File: src/rtl/alu_issue.sv
//============================================================================
// Module   : alu_issue
// Brief    : Two-stage RV32I integer-ALU issue pipeline. S1 holds decoded op
//            and operands for an external combinational ALU; S2 captures the
//            result and destination register. Optional build macro
//            ALU_ILLEGAL_TRAP_EN adds the out_illegal port.
// Revision : 1.0 - initial release
//============================================================================
`default_nettype none

module alu_issue (
  input  logic        clk,
  input  logic        rst_n,
  input  logic        in_valid,
  output logic        in_ready,
  input  logic [31:0] instr,
  input  logic [31:0] rs1_data,
  input  logic [31:0] rs2_data,
  input  logic [31:0] pc,
  output logic [3:0]  alu_sel,
  output logic [31:0] alu_a,
  output logic [31:0] alu_b,
  input  logic [31:0] alu_result,
  output logic        out_valid,
  input  logic        out_ready,
  output logic [4:0]  out_rd,
  output logic [31:0] out_data
`ifdef ALU_ILLEGAL_TRAP_EN
  ,
  output logic        out_illegal
`endif
);

  localparam logic [3:0] c_alu_add   = 4'd0;
  localparam logic [3:0] c_alu_sub   = 4'd1;
  localparam logic [3:0] c_alu_sll   = 4'd2;
  localparam logic [3:0] c_alu_slt   = 4'd3;
  localparam logic [3:0] c_alu_sltu  = 4'd4;
  localparam logic [3:0] c_alu_xor   = 4'd5;
  localparam logic [3:0] c_alu_srl   = 4'd6;
  localparam logic [3:0] c_alu_sra   = 4'd7;
  localparam logic [3:0] c_alu_or    = 4'd8;
  localparam logic [3:0] c_alu_and   = 4'd9;
  localparam logic [3:0] c_alu_b_out = 4'd11;

  localparam logic [6:0] c_op_reg   = 7'b0110011;
  localparam logic [6:0] c_op_imm   = 7'b0010011;
  localparam logic [6:0] c_op_lui   = 7'b0110111;
  localparam logic [6:0] c_op_auipc = 7'b0010111;
  localparam logic [6:0] c_f7_zero  = 7'b0000000;
  localparam logic [6:0] c_f7_alt   = 7'b0100000;

  logic [6:0]  w_opcode;
  logic [2:0]  w_funct3;
  logic [6:0]  w_funct7;
  logic [31:0] w_imm_i;
  logic [31:0] w_imm_u;
  logic        w_is_reg;
  logic        w_shift;
  logic        w_unused_rs_idx;

  logic [3:0]  w_sel;
  logic [31:0] w_a;
  logic [31:0] w_b;
  logic        w_legal;

  logic        w_accept;
  logic        w_load;
  logic        w_s1_adv;
  logic        w_s1_zero;

  logic        r_s1_valid;
  logic [3:0]  r_s1_sel;
  logic [31:0] r_s1_a;
  logic [31:0] r_s1_b;
  logic [4:0]  r_s1_rd;

  logic        r_s2_valid;
  logic [4:0]  r_s2_rd;
  logic [31:0] r_s2_data;

  assign w_opcode        = instr[6:0];
  assign w_funct3        = instr[14:12];
  assign w_funct7        = instr[31:25];
  assign w_imm_i         = {{20{instr[31]}}, instr[31:20]};
  assign w_imm_u         = {instr[31:12], 12'b0};
  assign w_is_reg        = (w_opcode == c_op_reg);
  assign w_shift         = (w_funct3 == 3'b001) || (w_funct3 == 3'b101);
  assign w_unused_rs_idx = ^instr[19:15];

  // Decode; register and immediate forms share the funct3 table.
  always_comb begin
    w_sel   = c_alu_add;
    w_a     = '0;
    w_b     = '0;
    w_legal = 1'b0;
    case (w_opcode)
      c_op_reg, c_op_imm: begin
        w_a = rs1_data;
        case (w_funct3)
          3'b000:  w_sel = (w_is_reg && w_funct7[5]) ? c_alu_sub : c_alu_add;
          3'b001:  w_sel = c_alu_sll;
          3'b010:  w_sel = c_alu_slt;
          3'b011:  w_sel = c_alu_sltu;
          3'b100:  w_sel = c_alu_xor;
          3'b101:  w_sel = w_funct7[5] ? c_alu_sra : c_alu_srl;
          3'b110:  w_sel = c_alu_or;
          default: w_sel = c_alu_and;
        endcase
        if (w_is_reg) begin
          w_b     = w_shift ? {27'b0, rs2_data[4:0]} : rs2_data;
          w_legal = (w_funct7 == c_f7_zero) ||
                    ((w_funct7 == c_f7_alt) &&
                     ((w_funct3 == 3'b000) || (w_funct3 == 3'b101)));
        end else begin
          w_b     = w_shift ? {27'b0, instr[24:20]} : w_imm_i;
          w_legal = !w_shift || (w_funct7 == c_f7_zero) ||
                    ((w_funct7 == c_f7_alt) && (w_funct3 == 3'b101));
        end
      end
      c_op_lui: begin
        w_sel   = c_alu_b_out;
        w_b     = w_imm_u;
        w_legal = 1'b1;
      end
      c_op_auipc: begin
        w_sel   = c_alu_add;
        w_a     = pc;
        w_b     = w_imm_u;
        w_legal = 1'b1;
      end
      default: begin
        w_legal = 1'b0;
      end
    endcase
  end

  // in_ready is gated by rst_n so it reads 0 throughout reset.
  assign in_ready = rst_n && (!r_s1_valid || !r_s2_valid || out_ready);
  assign w_accept = in_valid && in_ready;
  assign w_s1_adv = r_s1_valid && (!r_s2_valid || out_ready);

`ifdef ALU_ILLEGAL_TRAP_EN
  logic r_s1_illegal;
  logic r_s2_illegal;

  assign w_load      = w_accept;
  assign w_s1_zero   = (r_s1_rd == 5'd0) || r_s1_illegal;
  assign out_illegal = r_s2_illegal;

  always_ff @(posedge clk or negedge rst_n) begin
    if (!rst_n) begin
      r_s1_illegal <= 1'b0;
      r_s2_illegal <= 1'b0;
    end else begin
      if (w_load) begin
        r_s1_illegal <= !w_legal;
      end
      if (w_s1_adv) begin
        r_s2_illegal <= r_s1_illegal;
      end
    end
  end
`else
  // Illegal beats are consumed here and never occupy S1.
  assign w_load    = w_accept && w_legal;
  assign w_s1_zero = (r_s1_rd == 5'd0);
`endif

  always_ff @(posedge clk or negedge rst_n) begin
    if (!rst_n) begin
      r_s1_valid <= 1'b0;
      r_s1_sel   <= c_alu_add;
      r_s1_a     <= '0;
      r_s1_b     <= '0;
      r_s1_rd    <= '0;
      r_s2_valid <= 1'b0;
      r_s2_rd    <= '0;
      r_s2_data  <= '0;
    end else begin
      if (w_load) begin
        r_s1_valid <= 1'b1;
        r_s1_sel   <= w_sel;
        r_s1_a     <= w_a;
        r_s1_b     <= w_b;
        r_s1_rd    <= instr[11:7];
      end else if (w_s1_adv) begin
        r_s1_valid <= 1'b0;
      end

      if (w_s1_adv) begin
        r_s2_valid <= 1'b1;
        r_s2_rd    <= r_s1_rd;
        r_s2_data  <= w_s1_zero ? 32'd0 : alu_result;
      end else if (out_ready) begin
        r_s2_valid <= 1'b0;
      end
    end
  end

  assign alu_sel   = r_s1_sel;
  assign alu_a     = r_s1_a;
  assign alu_b     = r_s1_b;
  assign out_valid = r_s2_valid;
  assign out_rd    = r_s2_rd;
  assign out_data  = r_s2_data;

endmodule

`default_nettype wire
File: config.mk
export PLATFORM = sky130hd
export DESIGN_NAME = alu_issue
export DESIGN_NICKNAME = d
export VERILOG_FILES = /design/src/rtl/alu_issue.sv
export SDC_FILE = /design/constraint.sdc
export NUM_CORES = 1
export LEC_CHECK = 0
export CORE_ASPECT_RATIO = 1.25
export CORE_UTILIZATION = 30
export CTS_CLUSTER_DIAMETER = 60
export DETAILED_ROUTE_END_ITERATION = 8
export PLACE_DENSITY = 0.65
export SLEW_MARGIN = 20
export SYNTH_ARGS = -nofsm -noshare
export SYNTH_HDL_FRONTEND = slang
export SYNTH_SLANG_ARGS = --single-unit
File: constraint.sdc
create_clock -name clk -period 1.9 [get_ports clk]
set_input_delay 0.285 -clock clk [delete_from_list [all_inputs] [get_ports clk]]
set_output_delay 0.285 -clock clk [all_outputs]
set_load 0.02 [all_outputs]
# Word level (Yosys, flattened, before mapping)

Index checks and enable logic that the tools add are counted.

Reduce and logical (&&, ||, !) cells: 25
Eq/ne operators: 11
Multiplexer cells: 16

Operators by type and width:

| operator           | number |
|---|---|
| $mux 32            | 4 |
| $pmux 32 s2        | 2 |
| $pmux 4 s7         | 1 |
| $eq 7x6->1 const B | 3 |
| $eq 7x5->1 const B | 2 |
| $eq 3x3->1 const B | 3 |
| $logic_or 1x1->1   | 8 |
| $pmux 4 s2         | 1 |
| $logic_and 1x1->1  | 7 |
| $logic_not 7->1    | 1 |
| $mux 1             | 7 |
| $eq 3x2->1 const B | 2 |
| $logic_not 5->1    | 1 |
| $reduce_bool 2->1  | 2 |
| $reduce_or 2->1    | 2 |
| $eq 3x1->1 const B | 1 |
| $logic_not 1->1    | 3 |
| $logic_not 3->1    | 1 |
| $pmux 1 s2         | 1 |

Register bits: 112
Output and inout port bits: 107
Input port bits: 164
Word-level logic and storage cells: 60

# Longest topological paths before layout

Gate-level depths: netlist of the first run.

Word-level depth: 9
Mapped depth: 8
Gate-level depth less buffers: 5

# Least setup slack after synthesis of the first run

Ideal clock, no wire load.

Kind: register to register
Start point: register r_s2_valid, in the netlist out_valid
End point: register r_s1_a[0], in the netlist alu_a[0]
Cell stages (with the launch flop): 7
Required time: 1775 ps
Path slack: -305 ps
Setup time: 125 ps
Arrival: 2080 ps
Clock period less this slack: 2205 ps
Cell sequence: dfrtp_1 -> nand3b_1 -> and2_1 -> nand2_1 -> nor4_4 -> buf_6 -> mux2_4

Cells in the longest elaborated chain, start to end: 6

RTL lines:

| what                          | line | text |
|---|---|---|
| start: declaration            | 78   | `logic r_s2_valid;` |
| start signal: assignment      | 177  | `r_s2_valid <= 1'b0;` |
| start signal: assignment      | 192  | `r_s2_valid <= 1'b1;` |
| start signal: assignment      | 196  | `r_s2_valid <= 1'b0;` |
| $logic_not 1->1               | 139  | `assign in_ready = rst_n && (!r_s1_valid \|\| !r_s2_valid \|\| out_ready);` |
| $logic_or 1x1->1 (2 in a row) | 139  |  |
| $logic_and 1x1->1             | 139  |  |
| net in_ready                  | 15   | `output logic in_ready,` |
| $logic_and 1x1->1             | 140  | `assign w_accept = in_valid && in_ready;` |
| $logic_and 1x1->1             | 166  | `assign w_load = w_accept && w_legal;` |
| end signal: assignment        | 184  | `r_s1_a <= w_a;` |
| end: declaration              | 74   | `logic [31:0] r_s1_a;` |

The timed path passes the listed nets, and every way through them passes these cells.
A chain may end at the register's enable or synchronous reset.

# Worst setup path after layout of the first run

Start point: input instr[29]
End point: register r_s1_a[31], in the netlist alu_a[31]

Cells in the longest elaborated chain, start to end: 6

RTL lines:

| what                                          | line     | text |
|---|---|---|
| start: declaration                            | 16       | `input logic [31:0] instr,` |
| $eq 7x6->1 or $logic_not 7->1 (tied branches) | --       |  |
| $logic_and 1x1->1 (tied with other cells)     | 118      | `((w_funct7 == c_f7_alt) && (w_funct3 == 3'b101));` |
| $logic_or 1x1->1 (on tied branches)           | 117, 112 |  |
| $mux 1 (*)                                    | 110      | `if (w_is_reg) begin` |
| $pmux 1 s2 (*)                                | 97       | `case (w_opcode)` |
| $logic_and 1x1->1 (*)                         | 166      |  |

Every way passes the cells marked *; elsewhere a longest branch is shown, timed or not.

==> impl_metrics.toml, run 1 <==
[outcome]
outcome = "complete, no violations"

[sta]
slew_headroom_pct = 49.0
period_needed_ns = 1.85
fin_worst_skew_ns = 0.00855
fin_tns_setup_ns = 0
tightest_slew_ns = 0.764
fmaxAchievable_mhz = 541
hold_violations = 0
setup_violations = 0
rsz0062_at_grt = "yes"
fin_crit_sh_pct = 97.2
slew_violations = 0

[cells_and_area]
finalNonFillerCells = 953
synthToLayoutAreaGrowth_pct = 69.2
final_util_pct = 52.3
drive_gt1_share_pct = 22.8
fin_nets = 886
final_area_sq_um = 9190

[critical_path]
cp_top_family = "buffers and inverters"
critPathLaunchType = "primary input"
required_ns = 2.14
endpoint_kind = "flip-flop"
crit_buf_inv = 4
reg2reg_depth = 7
crit_arrival_ns = 2.08
crit_fanout = 7
crit_path_max_incr_delay_ns = 0.32
r2r_setup_slack_ns = 0.07
worstPathCellList = "dlygate4sd2_1, nor4_2, buf_4, a21oi_4, nor4_4, buf_6, clkbuf_16, mux2_2"
crit_type = "in -> reg"
crit_cells = 8
cpMaxStageDelayCell = "mux2_2"

[route]
via_per_inst = 4.88
vias = 4651
wl_per_cell_um = 17.7
detail-route-antenna-nets = 0
drc = 0
drt_iter0_markers = 123
routed_wl_um = 16800
dr.pass1.iters = 4

[cts]
clock-root-buffer = "clkbuf_16"
clock-sinks = 112
cts_tree = "built"
cts_made_buffers = 9
clock_path_buffers = 2
h-tree-depth = 3
path_clk_slew_ns = 0.08
insertion_delay_ns = 0.36

[grt]
grt_pass1_wl_um = 25900
grtUsageTotal_pct = 17.8
grt_max_degree = 61
globalRouteOverflowTotal = 0
antenna_found_initial = 2
grt_pass1_vias = 5000

[floorplan]
ioPinCount = 271
dieArea_sq_um = 18600
die_h_um = 152
start_util_pct = 30.9
die_x_um = 122
core_sq_um = 17600
rows = 54

[run]
drv_cap = 0

[synthesis]
yosys-top-cells-area = "dfrtp_1 52%, mux2_4 17%, a22o_1 10%, mux2_2 3.7%, a2bb2oi_1 3.1%"
syn_nets = 585
synth_top_area_share_pct = 51.6
ys_seq_area_share_pct = 51.6
synthCells = 421
yosysWarnings = 0
synth-seq-cells = 112
syn_area_sq_um = 5430
synth_area_per_cell_sq_um = 12.9
synth_cell_types = 30
yosysTopAreaCell = "dfrtp_1"

[placement]
port-buffer-count = 270
place_inst = 925
placed_area_sq_um = 8670
globalplace.congestion = 0.785
post-dp-hpwl_um = 12800

[power]
p_leak_nw = 4.05
power.density_nw_per_um2 = 571
vdd_ir_drop_max_mv = 0.474

[worst_hold_path]
hold_path_class = "in -> async"
## stage by stage
step	worst slack, ns	hold slack (ns)	total power, mW
2_1_floorplan	-0.171	-0.0106	2.78
3_3_place_gp	-0.569	0.474	3.35
3_5_place_dp	-0.617	0.491	3.36
4_1_cts	-0.00163	0.114	5.30
5_1_grt	-0.0167	0.133	5.48
6_report	0.0524	0.0672	5.25
## report_power, final
| group | leakage, nW | switching (mW) | internal, mW |
|---|---|---|---|
| sequential | 1.56 | 0.0320 | 2.43 |
| clock | 0.150 | 0.985 | 0.947 |
| combinational | 2.34 | 0.319 | 0.531 |
| total | 4.05 | 1.34 | 3.91 |
## state kept, by name, summed over array words and instances (netlist names)
register	flops
out_rd	5
r_s1_rd	5
alu_a	32
r_s1_valid	1
out_data	32
out_valid	1
alu_sel	4
alu_b	32
## kinds of logic (layout without fill, tap and decap cells)
logic type	after synthesis	after routing	share of synthesized area, %
muxes	90	90	22.5
AOI/OAI and AO/OA	115	115	16.6
DFF	112	112	51.6
and+or+nand+nor	67	67	5.69
other	0	2	0
buffers and inverters	37	343	3.59
## Yosys cell counts
cell       instances
dfrtp_1          112
a22o_1            64
mux2_4            60
nor2_1            43
a21oi_1           25
clkbuf_1          22
a2bb2oi_1         19
mux2_2            18
mux2i_1           12
buf_6              7
nand2_1            5
buf_1              4
nor2b_1            4
nor3_1             4
buf_2              3
nand2b_1           3
a211oi_1           2
or2_2              2
a31oi_1            1
and2_1             1
inv_1              1
nand3_1            1
nand3b_1           1
nand4_1            1
nor4_1             1
nor4_4             1
o21ai_0            1
o21ai_1            1
o31ai_1            1
o41ai_1            1
## worst paths after layout
check                        startpoint      endpoint
setup / recovery              instr[29]     alu_a[31]
hold / removal                    rst_n      alu_b[7]
setup reg to reg              out_valid     alu_a[31]
hold reg to reg            out_data[11]  out_data[11]
max in group asynchronous         rst_n     out_valid
min in group clk              out_ready     out_valid
## cells in the final DEF, fill, tap and decap left out, types with 2 or more instances in the layout
cell / n
a21oi_1: 22
nor3_1: 3
a21oi_2: 2
nor2b_1: 4
buf_6: 5
a2bb2oi_1: 19
clkinv_8: 2
or2_2: 2
nand2b_1: 3
inv_8: 2
mux2i_1: 12
dlygate4sd2_1: 5
clkdlybuf4s15_1: 2
nand2_1: 4
nor2_1: 42
dlymetal6s2s_1: 2
diode_2: 2
dfrtp_1: 111
buf_8: 2
inv_6: 3
buf_4: 39
mux2_2: 16
mux2_4: 62
clkdlybuf4s50_1: 258
buf_12: 7
clkbuf_16: 13
a22o_1: 64
a211oi_1: 2
## layer usage
| layer | share of wire, % | track usage, % |
|---|---|---|
| met3 | 6.5 | 4.30 |
| met2 | 51 | 31.1 |
| met4 | 2.7 | 6.85 |
| met5 | 0 | 0 |
| met1 | 40 | 20.7 |
## repair_timing
action                     in CTS  in global routing
pin swaps                       3                  4
gates cloned                    0                  5
setup endpoints to repair      74                 72
hold buffers                    0                  0
setup buffers                   3                  2
gates resized for setup        16                 13
## area by class of cell
class | count | area (sq um)
well taps | 224 | 280
repair buffers | 326 | 3300
clock buffers | 9 | 225
multi-input cells | 272 | 2490
clock inverters | 7 | 81.3
diodes | 2 | 5.00
flip-flops and latches | 112 | 2800
fillers | 1525 | 8380
inverters | 1 | 3.75
(Power assumes the default switching activity.)
==> inputs of run 2 (changes only) <==
RECOVER_POWER = 50   (was default)
==> run 2 against run 1 <==
Sequential share of layout area rose by 0.075 points. Setup slack worse by 0.0055 ns. Die area is the same. Utilization is 0.13 points lower. Critical path depth is the same. Largest power group unchanged.
==> impl_metrics.toml, run 2 (synthesis gave the netlist of run 1 again) <==
[grt]
antenna_found_initial = 2
globalRouteOverflowTotal = 0
grt_pass1_vias = 5000
grt_max_degree = 61
grtUsageTotal_pct = 17.8
grt_pass1_wl_um = 25900

[route]
drt_iter0_markers = 98
wl_per_cell_um = 17.7
routed_wl_um = 16900
drc = 0
vias = 4627
dr.pass1.iters = 4
detail-route-antenna-nets = 0
via_per_inst = 4.86

[cts]
h-tree-depth = 3
clock_path_buffers = 2
clock-sinks = 112
cts_made_buffers = 9
path_clk_slew_ns = 0.08
cts_tree = "built"
insertion_delay_ns = 0.36
clock-root-buffer = "clkbuf_16"

[sta]
hold_violations = 0
rsz0062_at_grt = "yes"
setup_violations = 0
slew_headroom_pct = 45.0
fmaxAchievable_mhz = 540
tightest_slew_ns = 0.826
fin_worst_skew_ns = 0.00879
period_needed_ns = 1.85
worst_hold_slack_ns = 0.0704
fin_crit_sh_pct = 97.5
fin_ws_ns = 0.0469
slew_violations = 0

[floorplan]
start_util_pct = 30.9
dieArea_sq_um = 18600
ioPinCount = 271
core_sq_um = 17600
rows = 54
die_x_um = 122
die_h_um = 152

[critical_path]
crit_fanout = 7
crit_type = "in -> reg"
r2r_end = "alu_a[31]"
cp_top_family = "buffers and inverters"
r2r_setup_slack_ns = 0.07
crit_buf_inv = 4
critPathLaunchType = "primary input"
worstPathCellList = "dlygate4sd2_1, nor4_2, buf_4, a21oi_4, nor4_4, buf_6, clkbuf_16, mux2_2"
required_ns = 2.13
reg2reg_depth = 7
crit_arrival_ns = 2.09
cpMaxStageDelayCell = "mux2_2"
crit_path_max_incr_delay_ns = 0.32
r2r_start = "out_valid"
endpoint_kind = "flip-flop"

[run]
drv_cap = 0

[placement]
port-buffer-count = 270
dp_slack_ns = -0.617
place_inst = 925
post-dp-hpwl_um = 12800
globalplace.congestion = 0.785

[power]
vdd_ir_drop_max_mv = 0.474
p_leak_nw = 4.07
power.density_nw_per_um2 = 572

[cells_and_area]
final_cell_mix = "248 x clkdlybuf4s50_1, 111 x dfrtp_1, 64 x a22o_1, 62 x mux2_4, 42 x nor2_1"
finalNonFillerCells = 953
final_util_pct = 52.2
synthToLayoutAreaGrowth_pct = 68.8
fin_nets = 886
final_common_cell = "clkdlybuf4s50_1"
drive_gt1_share_pct = 22.6

[outcome]
outcome = "complete, no violations"

[worst_hold_path]
hold_path_class = "in -> async"
==> run 2: cell types whose count changed in the layout (fill, tap and decap cells not counted) <==
cell | before | now
buf_12 | 7 | 6
dlygate4sd3_1 | 0 | 10
buf_2 | 1 | 2
a21oi_1 | 22 | 23
buf_4 | 39 | 37
a21oi_2 | 2 | 1
clkdlybuf4s50_1 | 258 | 248
clkbuf_1 | 0 | 1
clkbuf_4 | 0 | 1
==> run 2: metal layers <==
metal,part of all wire (%),global-route usage (%),up-vias
li1,-,-,2162
met1,40,20.7,2258
met2,51,31.1,179
met3,6.3,4.30,28
met4,2.7,6.85,0
met5,0,0,-
==> run 2: layout make-up <==
cell class / instances / area [sq um]
antenna: 2 / 5.00
clock buffer: 9 / 225
clock inverter: 7 / 81.3
fill: 1529 / 8400
inverter: 1 / 3.75
multi-input combinational: 272 / 2480
sequential: 112 / 2800
tap: 224 / 280
timing repair buffer: 326 / 3280
==> run 2: worst max-delay path by stage <==
stage,from,endpoint,slack [ns],depth (start not counted)
final,instr[29],alu_a[31],0.05,8
after global routing,out_valid,alu_a[31],-0.02,7
after CTS,instr[28],alu_b[21],-0.002,8
after detailed placement,instr[31],alu_a[23],-0.62,8
after global placement,instr[31],alu_b[8],-0.57,8
after floorplan,out_valid,alu_a[0],-0.17,6
==> run 2: power breakdown <==
group / internal, mW / leakage (nW) / switching [mW]
clock: 0.947 / 0.150 / 0.980
combinational: 0.528 / 2.37 / 0.318
sequential: 2.43 / 1.56 / 0.0315
==> run 2: timing repair <==
action	CTS	global route
setup buffers	3	2
pin swaps	3	4
gates resized for setup	16	13
endpoints found under the setup margin	74	72
gates cloned	0	5
hold buffers	0	0
==> run 2: per-stage QoR <==
stage | cell area [sq um] | setup TNS, ns | power, mW
2_1_floorplan | 5450 | -11.99 | 2.78
3_3_place_gp | 8670 | -38.87 | 3.35
3_5_place_dp | 8670 | -41.70 | 3.36
4_1_cts | 9020 | -0.00188 | 5.30
5_1_grt | 9160 | -0.0629 | 5.48
6_report | 9160 | 0 | 5.24
==> inputs of run 3 (changes only) <==
CORE_MARGIN = 1.5   (was default)
==> run 3 against run 2 <==
The flow now finishes with violations (negative setup slack). Die area increased by 1.5%. Worst hold slack improved by 0.012 ns. Utilization is 0.26 points higher. Count of clock-buffer cells in the layout unchanged. Setup slack got worse by 0.055 ns. Critical path depth shrank 1. Clock power barely moved. Via count barely moved. Global-route usage up 0.11 points. Routed wire length is 3.1% higher. Non-clock buffer count stayed put. First-iteration DRC count rose by 37%. Critical path type is now reg -> reg. Critical endpoint is now alu_b[23]. Largest cell class unchanged.
==> impl_metrics.toml, run 3 (synthesis gave the netlist of run 1 again) <==
[outcome]
outcome = "finished, violations left"
violations = "negative setup slack"

[run]
drv_cap = 0

[critical_path]
worstPathCellList = "nand3b_1, and2_4, nand2_4, nor4_4, buf_6, clkbuf_16, mux2_4"
crit_buf_inv = 2
r2r_start = "out_valid"
cp-startpoint = "out_valid"
cpMaxStageDelayCell = "dfrtp_2"
crit_arrival_ns = 2.14
cp_top_family = "simple AND/OR/NAND/NOR gates"
required_ns = 2.14
crit_type = "reg -> reg"
critPathLaunchType = "flip-flop"
r2r_setup_slack_ns = -0.008
endpoint_kind = "flip-flop"
crit_path_max_incr_delay_ns = 0.41
crit_fanout = 8

[floorplan]
die_h_um = 153
start_util_pct = 30.9
rows = 54
dieArea_sq_um = 18900
die_x_um = 123
core_sq_um = 17600
ioPinCount = 271

[cts]
h-tree-depth = 3
cts_made_buffers = 9
clock-root-buffer = "clkbuf_16"
insertion_delay_ns = 0.35
path_clk_slew_ns = 0.08
clock_path_buffers = 2
cts_tree = "built"
clock-sinks = 112

[power]
power_mw = 5.23
p_int_mw = 3.91
switching_share_pct = 25.2
vdd_ir_drop_max_mv = 0.355
power.density_nw_per_um2 = 568
switchingPower_mw = 1.32
power_frac_seq_pct = 47.2
p_leak_nw = 4.05
p_comb_share_pct = 16.3
power.share.clock_pct = 36.5

[placement]
post-dp-hpwl_um = 13000
placed_area_sq_um = 8660
port-buffer-count = 270
dp_slack_ns = -0.578
globalplace.congestion = 0.843

[route]
detail-route-antenna-nets = 0
met2_length_um = 9030
vias = 4628
drc = 0
via_per_inst = 4.87
drt_iter0_markers = 134
wl_per_cell_um = 18.3
wl_met1_um = 6920
dr.pass1.iters = 4
wl_met3_um = 1160
dr.max_layer_used = "met4"
routed_wl_um = 17400

[sta]
slew_headroom_pct = 50.4
slew_violations = 0
hold_violations = 0
setup_violations = 4
rsz0062_at_grt = "yes"
fin_tns_setup_ns = -0.0160
fmaxAchievable_mhz = 524
fin_worst_skew_ns = 0.0121
fin_crit_sh_pct = 100
tightest_slew_ns = 0.743
period_needed_ns = 1.91
fin_ws_ns = -0.00790

[cells_and_area]
final_area_sq_um = 9210
fin_nets = 886
synthToLayoutAreaGrowth_pct = 69.6
fillers = 1556
final_cell_mix = "259 x clkdlybuf4s50_1, 111 x dfrtp_1, 73 x mux2_4, 64 x a22o_1, 42 x nor2_1"
final_common_cell = "clkdlybuf4s50_1"
final_util_pct = 52.4
drive_gt1_share_pct = 22.0
antenna_cells = 0

[grt]
globalRouteOverflowTotal = 0
antenna_found_initial = 0
grt_pass1_wl_um = 26300
grt_max_degree = 59
grt_pass1_vias = 4844
grtUsageTotal_pct = 17.9

[worst_hold_path]
hold_path_class = "in -> async"
run 3: layer usage:
metal  track usage [%]  up-vias
met5                 0        -
met1              21.5     2279
met3              4.40       17
li1                  -     2157
met4              4.21        0
met2              32.0      175
run 3: repair_timing:
item                                   4_1_cts  5_1_grt
setup buffers                                4        2
hold buffers                                 0        0
resized for setup                           19       20
cloned                                       2        3
pin swaps                                    3        4
setup endpoints to repair                   74       73
endpoints found under the hold margin        0        0
run 3: cell type report:
type	count	area (sq um)	area share (%)
Clock buffer	9	225	2.45
Clock inverter	7	81.3	0.883
Inverter	1	3.75	0.0408
Multi-Input combinational cell	272	2510	27.2
Sequential cell	112	2800	30.4
Tap cell	224	280	3.04
Timing Repair Buffer	326	3310	35.9
run 3: worst reg2reg max path, cell delays in order, from the launching register on:
cell	delay, ns
dfrtp_2	0.41
nand3b_1	0.11
and2_4	0.16
nand2_4	0.06
nor4_4	0.32
buf_6	0.24
clkbuf_16	0.19
mux2_4	0.30
run 3: worst paths after layout:
path / end / cells past startpoint
max: alu_b[23] / 7
min: out_data[17] / 2
max reg2reg: alu_b[23] / 7
min reg2reg: out_data[14] / 1
max in group asynchronous: out_valid / 3
min in group clk: out_valid / 3
run 3: power by group through the flow:
stage                     sequential (mW)  clock [mW]  combinational (mW)
after floorplan                      2.56           0               0.218
after global placement               2.51           0               0.842
after detailed placement             2.52           0               0.853
after CTS                            2.47        1.98               0.857
after global routing                 2.47        2.09               0.914
final                                2.47        1.91               0.851
run 3: metrics by stage:
stage,hold slack [ns],std cells
after global routing,0.156,951
after floorplan,-0.0106,421
after detailed placement,0.491,925
after CTS,0.137,947
final,0.0827,951
after global placement,0.488,925
